$ cat src/rtl/button_pkg.sv
// Shared types and default timing for the button front end: FSM state encoding
// and the default debounce/auto-repeat cycle counts.
package button_pkg;

  typedef enum logic [1:0] {
    IDLE      = 2'd0,
    PRESS_CHK = 2'd1,
    HELD      = 2'd2,
    REL_CHK   = 2'd3
  } state_e;

  localparam int unsigned DEF_CNT_W           = 20;
  localparam int unsigned DEF_DEBOUNCE_CYCLES = 500000;
  localparam int unsigned DEF_REPEAT_DELAY    = 1000000;
  localparam int unsigned DEF_REPEAT_PERIOD   = 250000;

endpackage

$ cat src/rtl/sync_2ff.sv
// Two-flop synchroniser for a single asynchronous input, synchronous active-high reset.
module sync_2ff (
  input  logic clk,
  input  logic rst,
  input  logic d,
  output logic q
);

  logic s1_d, s1_q;
  logic s2_d, s2_q;

  always_comb begin
    s1_d = d;
    s2_d = s1_q;
  end

  always_ff @(posedge clk) begin
    if (rst) begin
      s1_q <= 1'b0;
      s2_q <= 1'b0;
    end else begin
      s1_q <= s1_d;
      s2_q <= s2_d;
    end
  end

  assign q = s2_q;

endmodule

$ cat src/rtl/button_pulse_gen.sv
// Push-button front end: synchronise, debounce, and emit one clk_en pulse per press.
// Define BUTTON_AUTOREPEAT_EN to add auto-repeat pulses while the button is held.
module button_pulse_gen
  import button_pkg::*;
#(
  parameter int unsigned CNT_W           = DEF_CNT_W,
  parameter int unsigned DEBOUNCE_CYCLES = DEF_DEBOUNCE_CYCLES,
  parameter int unsigned REPEAT_DELAY    = DEF_REPEAT_DELAY,
  parameter int unsigned REPEAT_PERIOD   = DEF_REPEAT_PERIOD
) (
  input  logic clk_input,
  input  logic rst,
  input  logic btn_in,
  output logic clk_en,
  output logic btn_level
);

  localparam logic PARAMS_OK =
    (DEBOUNCE_CYCLES >= 2) &&
    (64'(DEBOUNCE_CYCLES) < (64'd1 << CNT_W)) &&
    (64'(REPEAT_DELAY)    < (64'd1 << CNT_W)) &&
    (64'(REPEAT_PERIOD)   < (64'd1 << CNT_W));

  if (!PARAMS_OK) begin : g_bad_params
    $error("button_pulse_gen: cycle parameters out of range for CNT_W");
  end

  localparam logic [CNT_W-1:0] DEB_TERM = CNT_W'(DEBOUNCE_CYCLES - 1);

  logic btn_s;

  sync_2ff u_sync (
    .clk (clk_input),
    .rst (rst),
    .d   (btn_in),
    .q   (btn_s)
  );

  state_e            state_d, state_q;
  logic [CNT_W-1:0]  cnt_d, cnt_q;
  logic              clk_en_d, clk_en_q;
  logic              btn_level_d, btn_level_q;

  logic [CNT_W-1:0]  cnt_inc;
  assign cnt_inc = (cnt_q == {CNT_W{1'b1}}) ? cnt_q : cnt_q + CNT_W'(1);

`ifdef BUTTON_AUTOREPEAT_EN
  logic [CNT_W-1:0]  rpt_cnt_d, rpt_cnt_q;
  logic              rpt_first_d, rpt_first_q;
  logic [CNT_W-1:0]  rpt_term;
  assign rpt_term = rpt_first_q ? CNT_W'(REPEAT_DELAY - 1) : CNT_W'(REPEAT_PERIOD - 1);
`endif

  // Debounce FSM; a bounce always beats a simultaneous terminal count.
  always_comb begin
    state_d     = state_q;
    cnt_d       = cnt_q;
    clk_en_d    = 1'b0;
    btn_level_d = btn_level_q;

    case (state_q)
      IDLE: begin
        btn_level_d = 1'b0;
        if (btn_s) begin
          state_d = PRESS_CHK;
          cnt_d   = '0;
        end
      end
      PRESS_CHK: begin
        if (!btn_s) begin
          state_d = IDLE;
          cnt_d   = '0;
        end else if (cnt_q == DEB_TERM) begin
          state_d     = HELD;
          cnt_d       = '0;
          clk_en_d    = 1'b1;
          btn_level_d = 1'b1;
        end else begin
          cnt_d = cnt_inc;
        end
      end
      HELD: begin
        btn_level_d = 1'b1;
        if (!btn_s) begin
          state_d = REL_CHK;
          cnt_d   = '0;
        end
      end
      REL_CHK: begin
        if (btn_s) begin
          state_d = HELD;
          cnt_d   = '0;
        end else if (cnt_q == DEB_TERM) begin
          state_d     = IDLE;
          cnt_d       = '0;
          btn_level_d = 1'b0;
        end else begin
          cnt_d = cnt_inc;
        end
      end
      default: begin
        state_d     = IDLE;
        cnt_d       = '0;
        btn_level_d = 1'b0;
      end
    endcase

`ifdef BUTTON_AUTOREPEAT_EN
    // Repeat timer runs only while the button stays in HELD; any exit re-arms the long delay.
    rpt_cnt_d   = '0;
    rpt_first_d = 1'b1;
    if (state_q == HELD && btn_s) begin
      rpt_first_d = rpt_first_q;
      if (rpt_cnt_q == rpt_term) begin
        clk_en_d    = 1'b1;
        rpt_first_d = 1'b0;
      end else begin
        rpt_cnt_d = (rpt_cnt_q == {CNT_W{1'b1}}) ? rpt_cnt_q : rpt_cnt_q + CNT_W'(1);
      end
    end
`endif
  end

  always_ff @(posedge clk_input) begin
    if (rst) begin
      state_q     <= IDLE;
      cnt_q       <= '0;
      clk_en_q    <= 1'b0;
      btn_level_q <= 1'b0;
`ifdef BUTTON_AUTOREPEAT_EN
      rpt_cnt_q   <= '0;
      rpt_first_q <= 1'b1;
`endif
    end else begin
      state_q     <= state_d;
      cnt_q       <= cnt_d;
      clk_en_q    <= clk_en_d;
      btn_level_q <= btn_level_d;
`ifdef BUTTON_AUTOREPEAT_EN
      rpt_cnt_q   <= rpt_cnt_d;
      rpt_first_q <= rpt_first_d;
`endif
    end
  end

  assign clk_en    = clk_en_q;
  assign btn_level = btn_level_q;

endmodule

$ cat config.mk
export PLATFORM = sky130hd
export DESIGN_NAME = button_pulse_gen
export DESIGN_NICKNAME = d
export VERILOG_FILES = /design/src/rtl/button_pkg.sv /design/src/rtl/sync_2ff.sv /design/src/rtl/button_pulse_gen.sv
export SDC_FILE = /design/constraint.sdc
export NUM_CORES = 1
export LEC_CHECK = 0
export ABC_AREA = 1
export CAP_MARGIN = 40
export CORE_AREA = 2 2 55 57
export DETAILED_ROUTE_END_ITERATION = 10
export DIE_AREA = 0 0 57 59
export HOLD_SLACK_MARGIN = 0.06
export PLACE_DENSITY = 0.82
export SETUP_SLACK_MARGIN = 0.1
export SLEW_MARGIN = 20
export SYNTH_ARGS = -nofsm -noshare
export SYNTH_HDL_FRONTEND = slang
export SYNTH_SLANG_ARGS = --single-unit
$ cat constraint.sdc
create_clock -name clk_input -period 2.5 [get_ports clk_input]
set_input_delay 0.5 -clock clk_input [delete_from_list [all_inputs] [get_ports clk_input]]
set_output_delay 0.5 -clock clk_input [all_outputs]
set_load 0.05 [all_outputs]
==> impl_results.md, run 1 <==
- Critical path's top delay family: buffers and inverters
- Max-Cap Viols: 0
- Largest family of logic cells by synthesized area: simple AND/OR/NAND/NOR gates
- Net switching power: 0.0004711 W
- Mean area per synthesized cell: 6.707 µm²
- Hold Crit Depth: 2
- Hold Crit Class: reg2reg
- Worst-skew pair later-pin latency: 0.33 ns
- Clk pwr share: 24.1%
- Antenna-violating nets left: 0
- Syn Inst Count: 261
- DR iter-0 viols: 86
- Simple-gate portion of the synthesized area: 49.04%
- Total negative setup slack: 0 ns
- Global route overflow: 0
- H-tree levels: 1
- Number of diodes: 0
- Startpoint Class: flop
- Setup Skew: 0.01128 ns
- Hold worst-path end: u_sync.q
- Detail Placement HPWL: 2.697 mm
- Flop2flop setup slack: 0.60 ns
- Critical path endpoint category: output port
- Final Cycle Share: 79.96%
- Worst vdd ir: 672.1 µV
- PortBufs: 4
- Cell with the most instances after synthesis: nand2_1
- Hold Buf Count CTS: 0
- Top FF cell, synth: dfxtp_1
- Pwr dens: 651.9 nW/µm²
- Unique masters post-synth: 29
- Fin. max-slew vios: 0
- Adder-cell share of the synthesized area: 3.574%
- Setup WS post-layout: 0.5010 ns
- Ys async rst share: 0%
- Reg2reg start: cnt_q[0]
- Final Wtd Congestion: 0.8826
- Design Power: 0.001215 W
- DP Area: 1812 µm²
- Synth Area in Compound Gates: 8.935%
- Hold Startpoint: u_sync.s1_q
- Pint: 0.0007442 W
- WL final: 3.589 mm
- Initial DRT Pass Iterations: 4
- WL per Instance: 12.08 µm
- P&R area growth vs syn: 6.505%
- CTS clk-pin slew, worst paths: 0.15 ns
- Post-route cell area: 1864 µm²
- Core Region: 2710 µm²
- Die area: 3363 µm²
- Worst-path fanout max: 2
- Share of cells above drive strength 1: 12.78%
- Worst EP required: 2.00 ns
- Tmin final: 1.999 ns
- Pre-CTS setup slack: 0.5881 ns
- Final setup fails: 0
- Max_slew headroom: 66.83%
- Post-synth top area cell: dfxtp_1
- CTS resizes: 0
- Synth top area share: 29.74%
- DRC Markers: 0
- CTS Root Cell: clkbuf_4
- Number of synthesized flops with an enable pin: 0
- Final hold violations: 0
- Xor-xnor portion of the synthesized cell area: 0%
- Antenna violations before repair: 0
- F_max: 500.3 MHz
- Leak Pwr: 0.7336 nW
- R2R depth: 9
- Vias in the first global route: 1458
- Crit path DAT: 1.50 ns
- FF+latch count, synth: 26
- Flop pwr share: 39.6%
- CP max-delay cell: clkdlybuf4s50_1
- Number of CTS-inserted buffers: 3
- Buf+Inv Stages, Crit Path: 1
- Setup Buffers After CTS: 0
- Worst Max-Slew Pin Slew: 0.4960 ns
- Mux cell area share after synthesis: 0%
- Starting Density: 64.59%
- Top cells by area, synth: dfxtp_1, nand2_1, nor2_1, inv_1, nand3_1
- End of the worst register-to-register path: cnt_q[0]
- Total GRT Usage: 23.45%
- Clock tree from TritonCTS: yes
- Worst-path cell chain: clkdlybuf4s50_1
- Post-synth net total: 269
- Max Root-Sink Buffers: 2
- Yosys warns: 0
- Status: complete, no violations
- FP Rows: 19
- Crit path largest cell delay: 0.80 ns
- Post-synthesis sequential area ratio: 29.74%
- IO Count: 5
- Die Y: 59 µm
- Sw frac: 38.76%
- Comb pwr share: 36.3%
- Kind of critical path: reg2out
- Maximum number of pins on one net before global-route repair: 16
- First-pass GRT wire length: 6.251 mm
- Area of the mapped netlist: 1750 µm²
- Drt via density: 5.411
- Commonest cells post-synth: nand2_1, nor2_1, inv_1
- Detailed-route via count: 1607
- Clock Sinks: 26
- Fin nets: 275
- Die Wd: 57 µm
- RSZ-0062 raised after global routing: no
-- registers in the layout (all words and copies together) (netlist names), named ones only --
signal / cells
btn_level: 1
clk_en: 1
cnt_q: 20
state_q: 1
u_sync.q: 1
u_sync.s1_q: 1
-- power groups by stage --
stage | clock network (W) | registers (W) | logic [W]
after floorplan | 0 | 0.000512 | 0.000308
after global placement | 0 | 0.000487 | 0.000431
after detailed placement | 0 | 0.000488 | 0.000440
after CTS | 0.000298 | 0.000480 | 0.000442
after global routing | 0.000316 | 0.000484 | 0.000488
final | 0.000293 | 0.000481 | 0.000442
-- area by class of cell --
type / count / area, µm²
clock buffer: 3 / 22.52
clock inverter: 1 / 30.03
fill: 258 / 845.8
inverter: 34 / 127.6
multi-input combinational: 197 / 1077
sequential: 26 / 520.5
tap: 31 / 38.79
timing repair buffer: 5 / 47.55
-- per-layer routing --
metal / track usage (%) / vias up / share of wire (%)
met5: 0 / - / 0
met4: 10.96 / 0 / 2.3
met3: 2.402 / 8 / 3.7
met2: 37.77 / 27 / 46
met1: 31.84 / 725 / 48
li1: - / 847 / -
-- worst min-delay path, delay by kind of cell (launching register included) --
| family | cells | cell delay [ns] |
|---|---|---|
| AND/OR/NAND/NOR | 1 | 0.03 |
| flip-flops | 1 | 0.33 |
| buffers and inverters | 1 | 0.04 |
-- worst max-delay path by stage --
stage / startpoint / end / cells after the start
6_report: btn_level / btn_level / 1
5_1_grt: cnt_q[1] / cnt_q[1] / 9
4_1_cts: btn_level / btn_level / 1
3_5_place_dp: rst / cnt_q[8] / 6
3_3_place_gp: rst / cnt_q[8] / 6
2_1_floorplan: cnt_q[0] / cnt_q[8] / 10
-- cell families (layout without fill, tap and decap cells) --
kind of cell             after synthesis  after routing
AND/OR/NAND/NOR                      165            165
buffers and inverters                 38             43
AO/OA/AOI/OAI                         27             27
flip-flops                            26             26
adder cells (fa/ha/maj)                5              5
-- cell usage in the layout, fill, tap and decap left out, types with 2 or more instances in the layout --
master and n:
clkbuf_4 3, nand2_4 4, nand3_4 2, a21oi_1 11, dfxtp_1 26, nand2_2 2, nor3_1 7, nand3b_1 4
inv_1 32, ha_1 5, inv_2 2, nor2_4 4, nor2_1 36, nand4_1 6, nor2_8 2, nand2_1 69
clkdlybuf4s50_1 4, nand3_1 19, nor2_2 4, o21ai_1 2, o21ai_0 7, o21bai_1 2, a21oi_2 3, nand3_2 4
-- metrics by stage --
stage | cells | hold slack (ns) | utilization, %
6_report | 297 | 0.4171 | 68.79
5_1_grt | 297 | 0.4511 | 68.79
4_1_cts | 297 | 0.4202 | 68.79
3_5_place_dp | 293 | 0.3984 | 66.85
3_3_place_gp | 293 | 0.4012 | 66.85
2_1_floorplan | 261 | 0.3883 | -
No activity file was read; power rests on OpenSTA's default activity.
==> inputs of run 2 (changes only) <==
Settings changed: CORE_AREA 2 2 55 57 to 2 2 57 59, DIE_AREA 0 0 57 59 to 0 0 59 61, PLACE_DENSITY 0.82 to 0.77.
Clock period 2.5 ns to 2 ns, I/O delays scaled along.
==> run 2 against run 1 <==
Routed wire length up 3.0%. Power up 18%. Via count up 1.2%.
==> impl_results.md, run 2 (synthesis results as in run 1) <==
- Setup WS post-layout: 0.2102 ns (-0.2908 ns)
- Hold Crit Class: reg2reg
- Top reg by flops: cnt_q
- Fin nets: 278 (+1.1%)
- Drt via density: 5.387 (-0.43%)
- Critical path endpoint category: flop
- Startpoint Class: flop
- Starting Density: 59.28% (-5.3 points)
- Clock tree from TritonCTS: yes
- Detail Placement HPWL: 2.756 mm (+2.2%)
- H-tree levels: 1 (unchanged)
- Antenna violations before repair: 0 (unchanged)
- Share of cells above drive strength 1: 14.87% (+2.1 points)
- CTS clk-pin slew, worst paths: 0.15 ns (about the same)
- Maximum number of pins on one net before global-route repair: 15 (-1)
- Number of flip-flops in the largest register: 20 (unchanged)
- Worst-skew pair later-pin latency: 0.33 ns (about the same)
- Core Region: 2953 µm² (+9.0%)
- Total negative setup slack: 0 ns (unchanged)
- Most frequent cells in the layout: nand2_1, nor2_1, inv_1, dfxtp_1, nand3_1
- Number of diodes: 0 (unchanged)
- Crit path DAT: 2.03 ns (+0.53 ns)
- Worst vdd ir: 838.8 µV (+25%)
- CTS Root Cell: clkbuf_4
- Final hold violations: 0 (unchanged)
- Final setup fails: 0 (unchanged)
- F_max: 558.7 MHz
- Kind of critical path: reg2reg
- CP max-delay cell: dfxtp_1
- Worst Max-Slew Pin Slew: 0.5051 ns (+0.009157 ns)
- IO Count: 5 (unchanged)
- Most numerous cell on the critical path: nand2_4
- Fin. max-slew vios: 0 (unchanged)
- DRC Markers: 0 (unchanged)
- Final Cycle Share: 89.49%
- DR iter-0 viols: 61 (-29%)
- First-pass GRT wire length: 6.168 mm (-1.3%)
- Max-Cap Viols: 0 (unchanged)
- Hold slack final: 0.4123 ns (-0.004820 ns)
- Worst-path fanout max: 8 (+6)
- Worst EP required: 2.24 ns (+0.24 ns)
- Initial DRT Pass Iterations: 4 (unchanged)
- Crit path largest cell delay: 0.39 ns (-0.41 ns)
- P&R area growth vs syn: 8.006%
- Pre-CTS setup slack: 0.1252 ns (-0.4629 ns)
- Max_slew headroom: 66.27% (-0.56 points)
- WL per Instance: 12.24 µm (+1.3%)
- Worst-path cell chain: ha_2 > nand3_4 > nor2_2 > nand3_2 > nand2_4 > nand2_4 > nand2_4 > inv_1 > o21ai_0 > nor2_1
- Leak Pwr: 0.7721 nW (+5.3%)
- RSZ-0062 raised after global routing: no
- Design Power: 0.001430 W (+18%)
- Total GRT Usage: 22.14% (-1.3 points)
- Antenna-violating nets left: 0 (unchanged)
- Pwr dens: 756.4 nW/µm² (+16%)
- # fillers: 279 (+8.1%)
- Global route overflow: 0 (unchanged)
- FP Rows: 20 (+1)
- Die Wd: 59 µm (+3.5%)
- Vias in the first global route: 1404 (-3.7%)
- Setup Skew: 0.006806 ns (-0.004470 ns)
- WL final: 3.696 mm (+3.0%)
- Hold Buf Count CTS: 0 (unchanged)
- Final core utilization: 64.03% (-4.8 points)
- Detailed-route via count: 1627 (+1.2%)
- Final Wtd Congestion: 0.8942 (+1.3%)
- Die Y: 61 µm (+3.4%)
- PortBufs: 4 (unchanged)
- Clock Sinks: 26 (unchanged)
- Max Root-Sink Buffers: 2 (unchanged)
- Most common cell after layout, fill and taps aside: nand2_1
- Die area: 3599 µm² (+7.0%)
- Number of CTS-inserted buffers: 3 (unchanged)
- Status: complete, no violations
- Tmin final: 1.790 ns
==> run 2: timing repair <==
action                                  CTS  global route
setup buffers                             0             2
gates resized for setup                   0             6
endpoints found under the setup margin    0            13
==> run 2: power breakdown <==
part / switching (W) / total (W) / internal, W
Clock: 0.000160 / 0.000272 / 0.000111
Combinational: 0.000388 / 0.000561 / 0.000173
Sequential: 0.0000350 / 0.000597 / 0.000562
==> run 2: final cells by class <==
cell class,instances,area (µm²),area share (%)
multi-input combinational,197,1090,57.64
clock buffer,4,36.28,1.919
tap,33,41.29,2.184
inverter,34,127.6,6.750
sequential,26,520.5,27.53
timing repair buffer,8,75.07,3.971
==> run 2: layer usage <==
metal	vias up	share of wire, %	track usage, %
li1	852	-	-
met1	742	46	29.40
met2	29	49	38.10
met3	4	4.2	3.412
met4	0	0.78	4.870
met5	-	0	0
==> run 2: final timing paths <==
path,startpoint,to,slack [ns],cells past startpoint
setup / recovery,cnt_q[0],cnt_q[8],0.21,10
setup reg to reg,cnt_q[0],cnt_q[8],0.21,10
hold / removal,u_sync.s1_q,u_sync.q,0.41,2
hold reg to reg,u_sync.s1_q,u_sync.q,0.41,2
==> run 2: metrics by stage <==
step,cells,instance area (µm²)
4_1_cts,300,1858
3_3_place_gp,296,1822
3_5_place_dp,296,1822
5_1_grt,302,1891
2_1_floorplan,261,1750
6_report,302,1891
==> run 2: critical path: cells and delay by family (launching register included) <==
kind | cells | cell delay (ns)
AOI/OAI and AO/OA | 1 | 0.09
DFF | 1 | 0.39
adders and majority gates | 1 | 0.25
and+or+nand+nor | 7 | 0.85
buffers and inverters | 1 | 0.11
